File: src/rtl/insn_fetch.sv
`default_nettype none
// ============================================================================
// Module   : insn_fetch
// Brief    : Sequential instruction fetch with one-outstanding req/ack memory
//            port, small prefetch FIFO and redirect/drop handling.
//            Optional perf counters enabled by defining FETCH_PERF_EN.
// Revision : 1.0 - initial release
// ============================================================================
module insn_fetch #(
    parameter logic [31:0] RESET_PC   = 32'h0000_0000,
    parameter int          FIFO_DEPTH = 2,
    parameter logic [31:0] NOP_INSN   = 32'h0000_0013
) (
    input  logic        clk,
    input  logic        reset,
    input  logic        stall,
    input  logic        redirect,
    input  logic [31:0] redirect_pc,
    output logic        imem_req,
    output logic [31:0] imem_addr,
    input  logic        imem_ack,
    input  logic [31:0] imem_rdata,
    output logic [31:0] insn,
    output logic [31:0] insn_pc,
    output logic        insn_valid
`ifdef FETCH_PERF_EN
    ,
    output logic [31:0] perf_bubble_cnt,
    output logic [15:0] perf_drop_cnt
`endif
);

    localparam int c_PTR_W = (FIFO_DEPTH > 1) ? $clog2(FIFO_DEPTH) : 1;
    localparam int c_CNT_W = c_PTR_W + 1;
    localparam logic [c_CNT_W-1:0] c_DEPTH   = c_CNT_W'(FIFO_DEPTH);
    localparam logic [c_PTR_W-1:0] c_PTR_ONE = c_PTR_W'(1);

    typedef enum logic [1:0] {
        ST_IDLE = 2'd0,
        ST_REQ  = 2'd1,
        ST_DROP = 2'd2
    } state_t;

    state_t               r_state;
    logic [31:0]          r_fetch_pc;
    logic [31:0]          r_imem_addr;
    logic                 r_imem_req;
    logic [c_CNT_W-1:0]   r_count;
    logic [c_PTR_W-1:0]   r_rd_ptr;
    logic [c_PTR_W-1:0]   r_wr_ptr;
    logic [31:0]          r_mem_pc   [FIFO_DEPTH];
    logic [31:0]          r_mem_insn [FIFO_DEPTH];

    logic [31:0]          w_redirect_pc;
    logic [31:0]          w_fetch_pc_inc;
    logic                 w_valid;
    logic                 w_pop;
    logic                 w_push;
    logic [c_CNT_W-1:0]   w_count_nxt;
    logic                 w_unused_bits;

    assign w_redirect_pc  = {redirect_pc[31:2], 2'b00};
    assign w_unused_bits  = &{1'b0, redirect_pc[1:0]};
    assign w_fetch_pc_inc = r_fetch_pc + 32'd4;
    assign w_valid        = (r_count != '0);
    assign w_pop          = w_valid && !stall && !redirect;
    // Push needs room; a same-cycle pop frees the head slot.
    assign w_push         = (r_state == ST_REQ) && imem_ack && !redirect
                            && ((r_count < c_DEPTH) || w_pop);
    assign w_count_nxt    = redirect ? '0
                          : r_count + c_CNT_W'(w_push) - c_CNT_W'(w_pop);

    assign imem_req   = r_imem_req;
    assign imem_addr  = r_imem_addr;
    assign insn_valid = w_valid;
    assign insn       = w_valid ? r_mem_insn[r_rd_ptr] : NOP_INSN;
    assign insn_pc    = w_valid ? r_mem_pc[r_rd_ptr]   : 32'h0;

    always_ff @(posedge clk or posedge reset) begin
        if (reset) begin
            r_state     <= ST_IDLE;
            r_fetch_pc  <= RESET_PC;
            r_imem_addr <= RESET_PC;
            r_imem_req  <= 1'b0;
            r_count     <= '0;
            r_rd_ptr    <= '0;
            r_wr_ptr    <= '0;
        end else begin
            r_count <= w_count_nxt;
            if (redirect) begin
                r_rd_ptr <= '0;
                r_wr_ptr <= '0;
            end else begin
                if (w_pop)  r_rd_ptr <= r_rd_ptr + c_PTR_ONE;
                if (w_push) r_wr_ptr <= r_wr_ptr + c_PTR_ONE;
            end

            case (r_state)
                ST_IDLE: begin
                    if (redirect) begin
                        r_fetch_pc <= w_redirect_pc;
                    end else if (r_count < c_DEPTH) begin
                        r_state     <= ST_REQ;
                        r_imem_req  <= 1'b1;
                        r_imem_addr <= r_fetch_pc;
                    end
                end
                ST_REQ: begin
                    if (redirect) begin
                        r_fetch_pc <= w_redirect_pc;
                        if (imem_ack) begin
                            r_state    <= ST_IDLE;
                            r_imem_req <= 1'b0;
                        end else begin
                            // Old request stays on the bus until it is acked.
                            r_state <= ST_DROP;
                        end
                    end else if (w_push) begin
                        r_fetch_pc <= w_fetch_pc_inc;
                        if (w_count_nxt < c_DEPTH) begin
                            r_imem_addr <= w_fetch_pc_inc;
                        end else begin
                            r_state    <= ST_IDLE;
                            r_imem_req <= 1'b0;
                        end
                    end
                end
                ST_DROP: begin
                    if (redirect) r_fetch_pc <= w_redirect_pc;
                    if (imem_ack) begin
                        r_state    <= ST_IDLE;
                        r_imem_req <= 1'b0;
                    end
                end
                default: begin
                    r_state    <= ST_IDLE;
                    r_imem_req <= 1'b0;
                end
            endcase
        end
    end

    // Payload storage needs no reset: the count gates visibility.
    always_ff @(posedge clk) begin
        if (w_push) begin
            r_mem_pc[r_wr_ptr]   <= r_fetch_pc;
            r_mem_insn[r_wr_ptr] <= imem_rdata;
        end
    end

`ifdef FETCH_PERF_EN
    logic [31:0] r_bubble_cnt;
    logic [15:0] r_drop_cnt;
    logic        w_drop_evt;

    assign w_drop_evt = imem_ack && ((r_state == ST_DROP)
                        || ((r_state == ST_REQ) && redirect));

    always_ff @(posedge clk or posedge reset) begin
        if (reset) begin
            r_bubble_cnt <= 32'h0;
            r_drop_cnt   <= 16'h0;
        end else begin
            if (!w_valid && !stall && !redirect && (r_bubble_cnt != 32'hFFFF_FFFF))
                r_bubble_cnt <= r_bubble_cnt + 32'd1;
            if (w_drop_evt && (r_drop_cnt != 16'hFFFF))
                r_drop_cnt <= r_drop_cnt + 16'd1;
        end
    end

    assign perf_bubble_cnt = r_bubble_cnt;
    assign perf_drop_cnt   = r_drop_cnt;
`endif

endmodule
`default_nettype wire

File: config.mk
export PLATFORM = sky130hd
export DESIGN_NAME = insn_fetch
export DESIGN_NICKNAME = d
export VERILOG_FILES = /design/src/rtl/insn_fetch.sv
export SDC_FILE = /design/constraint.sdc
export NUM_CORES = 1
export LEC_CHECK = 0
export CORE_MARGIN = 1
export CORE_UTILIZATION = 45
export DETAILED_ROUTE_END_ITERATION = 10
export GPL_TIMING_DRIVEN = 0
export HOLD_SLACK_MARGIN = 0.03
export PLACE_DENSITY = 0.74
export SLEW_MARGIN = 20
export SYNTH_ARGS = -nofsm -noshare
export SYNTH_HDL_FRONTEND = slang
export SYNTH_SLANG_ARGS = --single-unit
File: constraint.sdc
create_clock -name clk -period 4.45 [get_ports clk]
set_clock_uncertainty 0.2 [all_clocks]
set_input_delay 0.445 -clock clk [delete_from_list [all_inputs] [get_ports clk]]
set_output_delay 0.445 -clock clk [all_outputs]
set_load 0.005 [all_outputs]
### After elaboration in Yosys (flattened, before gate mapping)

Memories as Yosys holds them, arrays and structs flattened.
Index checks and enable logic that the tools add are counted.

| cells by class | value |
|---|---|
| equal/unequal tests | 11 |
| reduce and logical (&&, ||, !) cells | 19 |
| magnitude comparators | 2 |
| add/sub/neg operators | 5 |
| mux-type cells | 34 |

Operators with widths:

| operator | number |
|---|---|
| 2-to-1 mux 32 bit | 10 |
| case mux 32 bit (2 select lines) | 2 |
| adder 32 x 3 -> 32 bit (second input constant) | 1 |
| 2-to-1 mux 2 bit | 8 |
| 2-to-1 mux 1 bit | 12 |
| inequality test 2 bit (second input constant) | 5 |
| nonzero test 2 bit | 5 |
| inequality test 3 bit (second input constant) | 2 |
| case mux 2 bit (3 select lines) | 1 |
| AND reduction 6 bit | 1 |
| logical AND 1 bit | 5 |
| AND reduction 5 bit | 1 |
| < comparator 2 bit (second input constant) | 2 |
| inequality test 2 x 1 -> 1 bit (second input constant) | 2 |
| AND reduction 4 bit | 1 |
| case mux 1 bit (3 select lines) | 1 |
| AND reduction 3 bit | 1 |
| adder 1 bit (second input constant) | 2 |
| adder 2 x 1 -> 2 bit | 1 |
| equality test 2 x 1 -> 1 bit (second input constant) | 1 |
| equality test 2 bit (second input constant) | 1 |
| logical NOT 1 bit | 2 |
| logical NOT 2 bit | 1 |
| OR reduction 2 bit | 1 |
| 2 further kinds | 2 |

| word-level totals | value |
|---|---|
| memories | 2 |
| memory bits (writable) | 128 |
| output and inout port bits | 98 |
| input bits | 69 |
| word-level logic and storage cells | 80 |
| register bits | 71 |

Memories:

| memory | depth | bits a word | read ports | clocked after Yosys merged registers in | wr ports | line | RTL |
|---|---|---|---|---|---|---|---|
| r_mem_insn | 2 | 32 | 1 | 0 | 1 | 52 | `logic [31:0] r_mem_insn [FIFO_DEPTH];` |
| r_mem_pc | 2 | 32 | 1 | 0 | 1 | 51 | `logic [31:0] r_mem_pc [FIFO_DEPTH];` |

### Longest topological paths before layout

Gate-level depths: netlist of run 1.

| logic depth | value |
|---|---|
| depth in word-level cells | 13 |
| gate-level depth with buffers | 15 |
| depth with buffers taken out | 12 |

### Least setup slack after synthesis of run 1

Ideal clock, no wire load.

| timing | value |
|---|---|
| path type | register to register |
| from | reg r_state[0] |
| to | mem r_mem_insn[0][0] (enable) |
| arrival time | 3.982 ns |
| stages on the path, launching flop included | 7 |
| setup time | 0.482 ns |
| period minus slack after synthesis | 4.664 ns |
| slack | -0.214 ns |
| buffers on the path | 1 |
| data required time | 3.768 ns |
| cell sequence | dfrtp_1 -> buf_2 -> inv_1 -> nor2_1 -> nand2_1 -> or2_2 -> nor2_1 |

| between the ends | value |
|---|---|
| word-level cells in the longest chain between the ends | 6 |

Ends and longest elaborated chain:

| element | line | RTL |
|---|---|---|
| start, declared | 44 | `state_t r_state;` |
| start signal, assigned | 81 | `r_state <= ST_IDLE;` |
| start signal, assigned | 103 | `r_state <= ST_REQ;` |
| start signal, assigned | 112 | `r_state <= ST_IDLE;` |
| equality test 2 x 1 -> 1 bit | 68 | `assign w_push = (r_state == ST_REQ) && imem_ack && !redirect` |
| logical AND 1 bit (2 in a row) | 68 |  |
| logical AND 1 bit | 69 | `&& ((r_count < c_DEPTH) \|\| w_pop);` |
| 2-to-1 mux 1 bit | 145 | `if (w_push) begin` |
| 2-to-1 mux 1 bit (implied by the code) | 147 | `r_mem_insn[r_wr_ptr] <= imem_rdata;` |
| end, declared | 52 |  |

No other way between the ends.

### Worst setup path in the final report of run 1

| timing | value |
|---|---|
| from | reg r_state[0] |
| to | reg r_imem_addr[3], in the netlist imem_addr[3] |

| between the ends | value |
|---|---|
| word-level cells in the longest chain between the ends | 10 |
| elaborated cells between the ends (all ways) | 17 |
| classes of those cells | add/sub: 2; order compare: 1; eq/ne: 6; mux: 2; reduce/logical: 6 |

Ends and longest elaborated chain:

| element | line | RTL |
|---|---|---|
| equality test 2 x 1 -> 1 bit | 68, 98 |  |
| logical AND 1 bit (2 in a row) | 68 |  |
| logical AND 1 bit | 69 |  |
| adder 2 x 1 -> 2 bit | 71 | `: r_count + c_CNT_W'(w_push) - c_CNT_W'(w_pop);` |
| subtractor 2 x 1 -> 2 bit | 71 |  |
| 2-to-1 mux 2 bit | 70 | `assign w_count_nxt = redirect ? '0` |
| < comparator 2 bit | 120 | `if (w_count_nxt < c_DEPTH) begin` |
| inequality test 2 x 1 -> 1 bit (no line) | - |  |
| AND reduction 6 bit (no line) | - |  |
| end signal, assigned | 105 | `r_imem_addr <= r_fetch_pc;` |
| end signal, assigned | 121 | `r_imem_addr <= w_fetch_pc_inc;` |
| end, declared | 46 | `logic [31:0] r_imem_addr;` |

Parallel ways exist; a longest one is shown, timed or not.
A chain may end at the register's enable or synchronous reset.

==> flow_summary.ini, run 1 <==
[worst_setup_path]
critPathLaunchType = flop
cp-end-kind = flop
path_class = reg2reg
critPathRequiredTime_ns = 4.53
cp_max_fo = 10
worst_ep_arrival_time_ns = 4.10

[grt]
track_usage = 0.221
overflow = 0
grt_pass1_vias = 6053
grt_pass1_wl_um = 32800
antenna_found_initial = 0
grt_max_degree = 36

[power_and_ir_drop]
vdd_ir_drop_max_uv = 347
finalPower_mw = 4.88
power_density_nw_per_um2 = 436
p_leak_nw = 3.85

[sta]
fin_crit_sh = 0.903
fin_ws_ns = 0.434
finalHoldViolations = 0
tns_ns = 0
fmax_mhz = 249
worst-slew-pin-transition_ns = 0.757
drv_slew = 0
grt_setup_unrepaired = no
relSlewSlack = 0.496
finalSetupViolations = 0
period_needed_ns = 4.02

[route]
num_vias = 6305
avgRoutedWirePerCell_um = 18.2
drt-initial-drc-count = 577
drc = 0
dr.pass1.iters = 6
routed_wirelength_um = 20900
ant_nets = 0
vias_per_cell = 5.49

[synthesis]
synth.avg_cell_area_um2 = 11.8
syn_area_um2 = 8490
synth_top_area_share = 0.438
async_reset_ff_frac = 0.351
yosysMostFrequentCell = edfxtp_1
synthTopCellsByArea = edfxtp_1, dfrtp_1, mux2i_1
ys_seq_elements = 191
synth_edf_count = 124
synth_flop_cell = edfxtp_1
yosysWarnings = 0
netlist_instances = 718
yosys-top-cells-count = edfxtp_1, nor2_1, dfrtp_1
synth_cell_types = 50
ys_seq_area_frac = 0.636
yosys.area.top_type = edfxtp_1

[die]
row_count = 49
coreArea_um2 = 18200
ios = 167
die_h_um = 139
die-area_um2 = 19400
die_w_um = 139
start_util = 0.467

[placed_design]
place_ws_ns = 0.208
portBuffers = 160
gp_congestion = 0.907
dpl.hpwl_um = 15000
dp_cells = 1117

[layout]
fin_util = 0.615
nets = 979
diodes = 0
synthToLayoutAreaGrowth_pct = 31.8
drive_gt1_frac = 0.0804
fin_cells = 1149

[cts]
clock_sinks = 191
cts_hold_buf = 0
post_cts_buffers = 0
h-tree-depth = 4
cts_tree = done
clk_latency_ns = 0.43
clk_path_buf_depth = 2
cts_root_buffer = clkbuf_16
cts_buffers = 17
cts-resized-gates = 0
clkTransAtPathRegs_ns = 0.07

[min_path]
hp-class = in2async

[run]
drv_cap = 0

[run_status]
status = finished, final reports clean
final cells by class:
cell class | count | area (µm²)
Inverter | 8 | 32.5
Tap cell | 229 | 287
Buffer | 50 | 229
Clock inverter | 10 | 165
Sequential cell | 191 | 5400
Multi-Input combinational cell | 472 | 2870
Clock buffer | 22 | 444
Timing Repair Buffer | 167 | 1770
Fill cell | 1479 | 7010
final timing paths:
path	startpoint	to	slack, ns	cells after the start
min in group clk	r_fetch_pc[18]	r_mem_pc[0][18]	0.29	0
min reg2reg	r_fetch_pc[18]	r_mem_pc[0][18]	0.29	0
max in group asynchronous	reset	r_count[1]	3.33	3
max	r_state[0]	imem_addr[3]	0.43	14
max reg2reg	r_state[0]	imem_addr[3]	0.43	14
min	reset	imem_addr[21]	0.17	2
sequential cells by signal (all words and copies together), names as in the netlist:
| name | count |
|---|---|
| r_fetch_pc | 30 |
| imem_addr | 30 |
| r_rd_ptr | 1 |
| r_wr_ptr | 1 |
| r_state | 2 |
| r_mem_insn | 64 |
| r_mem_pc | 60 |
| imem_req | 1 |
| r_count | 2 |
stage by stage:
step	instance area, µm²	hold slack (ns)
final	11200	0.170
after global routing	11200	0.207
after CTS	11200	0.181
after detailed placement	10600	0.272
after global placement	10400	0.256
after floorplan	8510	0.237
power by group:
| part | switching (mW) | internal [mW] | leakage [nW] | total, mW |
|---|---|---|---|---|
| clock | 0.638 | 0.943 | 0.285 | 1.58 |
| combinational | 0.489 | 0.540 | 1.70 | 1.03 |
| sequential | 0.177 | 2.09 | 1.87 | 2.27 |
cell usage in the layout, fill, tap and decap left out, drive strengths merged, types with 3 or more instances in the layout:
master         instances
a21oi                 64
a2bb2oi               10
a31oi                  7
and3                   5
and4                   4
buf                   34
bufinv                 4
clkbuf                45
clkdlybuf4s50        160
clkinvlp               3
conb                   4
dfrtp                 67
edfxtp               124
ha                     3
inv                    9
mux2i                 62
nand2                 37
nand2b                 3
nand3                 32
nand4                 11
nor2                 122
nor3                  13
o21ai                 14
o22a                   8
o22ai                 13
o31ai                  3
or2                    3
or3                    5
xnor2                 17
xor2                  14
logic make-up after synthesis:
logic type                 count (synthesis)  share of synthesized area
other                                      1                   0.000441
buffers and inverters                     58                     0.0305
DFF                                      191                      0.636
muxes                                     62                     0.0731
AOI/OAI and AO/OA                        131                     0.0941
adders and majority gates                  3                    0.00442
and+or+nand+nor                          241                      0.130
xor gates and xnor gates                  31                     0.0320
worst max-delay path: stages (launching register included):
cell and delay, ns:
dfrtp_1 0.36, buf_2 0.22, inv_1 0.12, nor2_2 0.37, nand2_1 0.15, or2_2 0.37, ha_1 0.30, inv_1 0.04
ha_1 0.17, xnor2_1 0.28, xnor2_1 0.19, o2111a_1 0.27, clkbuf_1 0.30, clkbuf_1 0.39, a31oi_1 0.14
routing by layer:
| metal | up-vias | part of all wire | global-route usage | routed length [µm] |
|---|---|---|---|---|
| li1 | 2977 | - | - | - |
| met3 | 44 | 0.071 | 0.0416 | 1490 |
| met2 | 289 | 0.46 | 0.352 | 9690 |
| met1 | 2995 | 0.44 | 0.299 | 9190 |
| met5 | - | 0 | 0 | 0 |
| met4 | 0 | 0.027 | 0.0912 | 557 |
Note: power is estimated with default switching activity, not from simulation.
==> inputs of run 2 (changes only) <==
--- a/config.mk
+++ b/config.mk
@@ -8,7 +8,6 @@
 export CORE_MARGIN = 1
 export CORE_UTILIZATION = 45
 export DETAILED_ROUTE_END_ITERATION = 10
-export GPL_TIMING_DRIVEN = 0
 export HOLD_SLACK_MARGIN = 0.03
 export PLACE_DENSITY = 0.74
 export SLEW_MARGIN = 20
==> flow_summary.ini, run 2 (synthesis gave the netlist of run 1 again) <==
[layout]
drive_gt1_frac = 0.0652
regMostFlops = r_mem_insn
seq_area_um2 = 5400
largest_reg_flops = 64
synthToLayoutAreaGrowth_pct = 28.8
final_area_um2 = 10900
final_cell_mix = clkdlybuf4s50_1, edfxtp_1, nor2_1
top_regs = r_mem_insn x64, r_mem_pc x60
final_common_cell = clkdlybuf4s50_1
nets = 933
multiInputGateArea_um2 = 2880
fin_util = 0.601
diodes = 0
n_fill_cell = 1456

[placed_design]
portBuffers = 160
place_ws_ns = 0.711
gp_congestion = 0.891
placed_area_um2 = 10300
dpl.hpwl_um = 12600

[power_and_ir_drop]
power_density_nw_per_um2 = 447
p_sw_frac = 0.262
p_switching_mw = 1.28
comb_power_share = 0.192
vdd_ir_drop_max_uv = 283
p_seq_frac = 0.472
p_leak_nw = 3.69
intPower_mw = 3.61
p_clk_frac = 0.336

[worst_setup_path]
path_class = reg2reg
path_cells = inv_1 > nor2_1 > nand2_1 > or2_2 > ha_1 > inv_1 > ha_1 > xnor2_1 > xnor2_1 > o2111a_2 > buf_12 > nor2_1 > a21oi_1
cp-startpoint = r_state[0]
crit_slowest_cell = dfrtp_1
crit_buf_inv = 3
max_stage_delay_ns = 0.56
critPathLaunchType = flop
critPathRequiredTime_ns = 4.59
cp-end-kind = flop
worstReg2RegStart = r_state[0]
path_delay_family = simple AND/OR/NAND/NOR gates
worst_ep_arrival_time_ns = 3.51
cp_max_fo = 60

[sta]
grt_setup_unrepaired = no
fmax_mhz = 297
fin_crit_sh = 0.756
tns_ns = 0
timing.hold.ws_ns = 0.309
fin_ws_ns = 1.09
worst-slew-pin-transition_ns = 1.02
period_needed_ns = 3.36
relSlewSlack = 0.314
finalHoldViolations = 0
finalSetupViolations = 0
drv_slew = 0

[cts]
clk_path_buf_depth = 2
post_cts_buffers = 0
h-tree-depth = 4
cts_buffers = 17
cts_root_buffer = clkbuf_16
cts_hold_buf = 0
clkTransAtPathRegs_ns = 0.07
clk_latency_ns = 0.43
cts_tree = done
cts-resized-gates = 0
clock_sinks = 191

[grt]
grt_max_degree = 65
grt_pass1_wl_um = 30400
antenna_found_initial = 0
track_usage = 0.204
grt_pass1_vias = 5729
overflow = 0

[die]
die_w_um = 139
start_util = 0.467
ios = 167
die_h_um = 139
row_count = 49
coreArea_um2 = 18200
die-area_um2 = 19400

[route]
num_vias = 6080
drc = 0
drt-initial-drc-count = 548
avgRoutedWirePerCell_um = 17.5
routed_wirelength_um = 19300
ant_nets = 0
dr.pass1.iters = 5
vias_per_cell = 5.51

[run_status]
status = finished, final reports clean

[run]
drv_cap = 0

[min_path]
hp-class = in2async
-- run 2: cell types whose count changed in the layout (fill, tap and decap cells not counted), sizes merged --
cell      before  now
clkinv         2    3
clkbuf        45   18
buf           34   11
clkinvlp       3    5
bufinv         4    5
-- run 2: power groups by stage --
stage	combinational, mW	clock [mW]	sequential (mW)
3_5_place_dp	0.943	0	2.34
2_1_floorplan	0.500	0	2.26
5_1_grt	1.02	1.74	2.34
3_3_place_gp	0.923	0	2.34
6_report	0.939	1.64	2.31
4_1_cts	0.949	1.66	2.31
-- run 2: layout make-up --
| type | instances | area share |
|---|---|---|
| Sequential cell | 191 | 0.494 |
| Clock buffer | 18 | 0.0392 |
| Clock inverter | 14 | 0.0197 |
| Tap cell | 229 | 0.0262 |
| Timing Repair Buffer | 171 | 0.155 |
| Inverter | 8 | 0.00275 |
| Multi-Input combinational cell | 472 | 0.263 |
-- run 2: worst paths after layout --
path                              endpoint  slack, ns  cells past startpoint
max reg2reg                  imem_addr[26]       1.09                     13
min reg2reg                r_mem_pc[0][17]       0.32                      0
min in group clk           r_mem_pc[0][17]       0.32                      0
max                          imem_addr[26]       1.09                     13
min                          imem_addr[19]       0.31                      2
max in group asynchronous         r_rd_ptr       2.96                      3
-- run 2: worst reg2reg max path, stage by stage (launching register included) --
cell and delay (ns):
dfrtp_1 0.56, inv_1 0.19, nor2_1 0.17, nand2_1 0.10
or2_2 0.35, ha_1 0.29, inv_1 0.04, ha_1 0.18
xnor2_1 0.26, xnor2_1 0.19, o2111a_2 0.27, buf_12 0.23
nor2_1 0.11, a21oi_1 0.16
-- run 2: metal layers --
layer  GRT usage  part of all wire
met4      0.0778             0.022
met3      0.0444             0.073
met5           0                 0
met1       0.287              0.45
met2       0.311              0.45
-- run 2: through the flow --
step	power, mW	cells
global route	5.10	1103
global placement	3.26	1071
detailed placement	3.28	1071
finish	4.89	1103
CTS	4.92	1103
floorplan	2.76	721
==> variant, RTL diff (settings of run 1) <==
The option `FETCH_PERF_EN` is turned on by a define.
--- a/src/rtl/insn_fetch.sv
+++ b/src/rtl/insn_fetch.sv
@@ -8,2 +8,4 @@
 // ============================================================================
+`define FETCH_PERF_EN
+
 module insn_fetch #(
Behaviour (old outputs only; new: perf_bubble_cnt and perf_drop_cnt): unchanged (Yosys induction, for registers that start in step).
==> variant against run 1 <==
  * Sequential cell count up 48
  * Critical path depth down 1
  * Worst setup slack gained 32 ps
  * Hold slack worse by 35 ps
  * Non-clock buffer count grew 55
  * Synthesized area grew 28%
  * Design area increased by 27%
  * Clock power up 25%
  * Total power rose by 31%
  * Maximum frequency up 0.80%
  * Wire length grew 30%
==> variant: results (changes against run 1) <==
[run_status]
status = complete, no violations

[finish]
num-clock-buffers = 43  ; +95%
fin_nets = 1246  ; +27%
clk_share = 0.05491  ; +0.0004929
fillerInstances = 1893  ; +28%
final_area_mm2 = 0.01424  ; +27%
nNonClkBuffers = 272  ; +25%
seq_share = 0.4635  ; -0.01874

[critical_path]
ff2ff_setup_slack_ps = 470  ; +30 ps
crit_path_max_incr_delay_ps = 410  ; +20 ps
cp_slowest_cell = nor2_1
arrival_ps = 4180  ; +80 ps

[global_route]
grtUsageMet2 = 0.3565  ; +0.004752
first_global_vias = 7899  ; +30%
track_usage = 0.2187  ; -0.002291
use_met1 = 0.3002  ; +0.001685

[sta]
hold_slack_ps = 135.4  ; -34.89 ps
max_slew_margin = 0.3647  ; -0.1309

[pwr]
powerComb_w = 0.00147  ; +43%
ir_drop_v = 0.0003411  ; -1.7%
switching_share = 0.2846  ; +0.01758

[routing]
wl_per_cell_um = 18.09  ; -0.71%
met3_length_mm = 2.249  ; +51%
dr.pass1.iters = 5  ; -1
drtIter0Drc = 699  ; +21%
wl_met1_mm = 11.80  ; +28%

[synthesis]
synth_cells = 931  ; +30%
synthArstFlopShare = 0.4812  ; +0.1304
synth-compound-area-share = 0.07828  ; -0.01584
synth_fa_ha_area_frac = 0.005764  ; +0.001345
ys_top_cells_by_area = edfxtp_1 (34%), dfrtp_1 (27%), mux2i_1 (5.9%)

[clock_network]
worst_skew_pair.late_latency_ps = 530  ; +100 ps
cts_buffers = 25  ; +8

variant: changes by cell type after synthesis, moves of 13 or more:
| cell | change |
|---|---|
| a21oi_1 | -17 |
| and3_1 | +14 |
| and4_1 | +14 |
| dfrtp_1 | +48 |
| nand2_1 | +41 |
| nand4_1 | +15 |
| nor2_1 | -13 |
| o21ai_0 | +20 |
| xnor2_1 | +44 |
variant: how the worst max path moves through the flow:
stage	depth (start not counted)	slack, ps	start	endpoint
3_5_place_dp	13	-70	imem_ack	imem_addr[24]$_DFFE_PP0P_
4_1_cts	13	120	r_count[1]$_DFF_PP0_	imem_addr[24]$_DFFE_PP0P_
5_1_grt	13	90	r_count[1]$_DFF_PP0_	imem_addr[24]$_DFFE_PP0P_
6_report	13	470	r_state[0]$_DFFE_PP0P_	imem_addr[2]$_DFFE_PP0P_
3_3_place_gp	2	-920	reset	r_fetch_pc[8]$_DFFE_PP0P_
2_1_floorplan	1	760	reset	imem_addr[10]$_DFFE_PP0P_
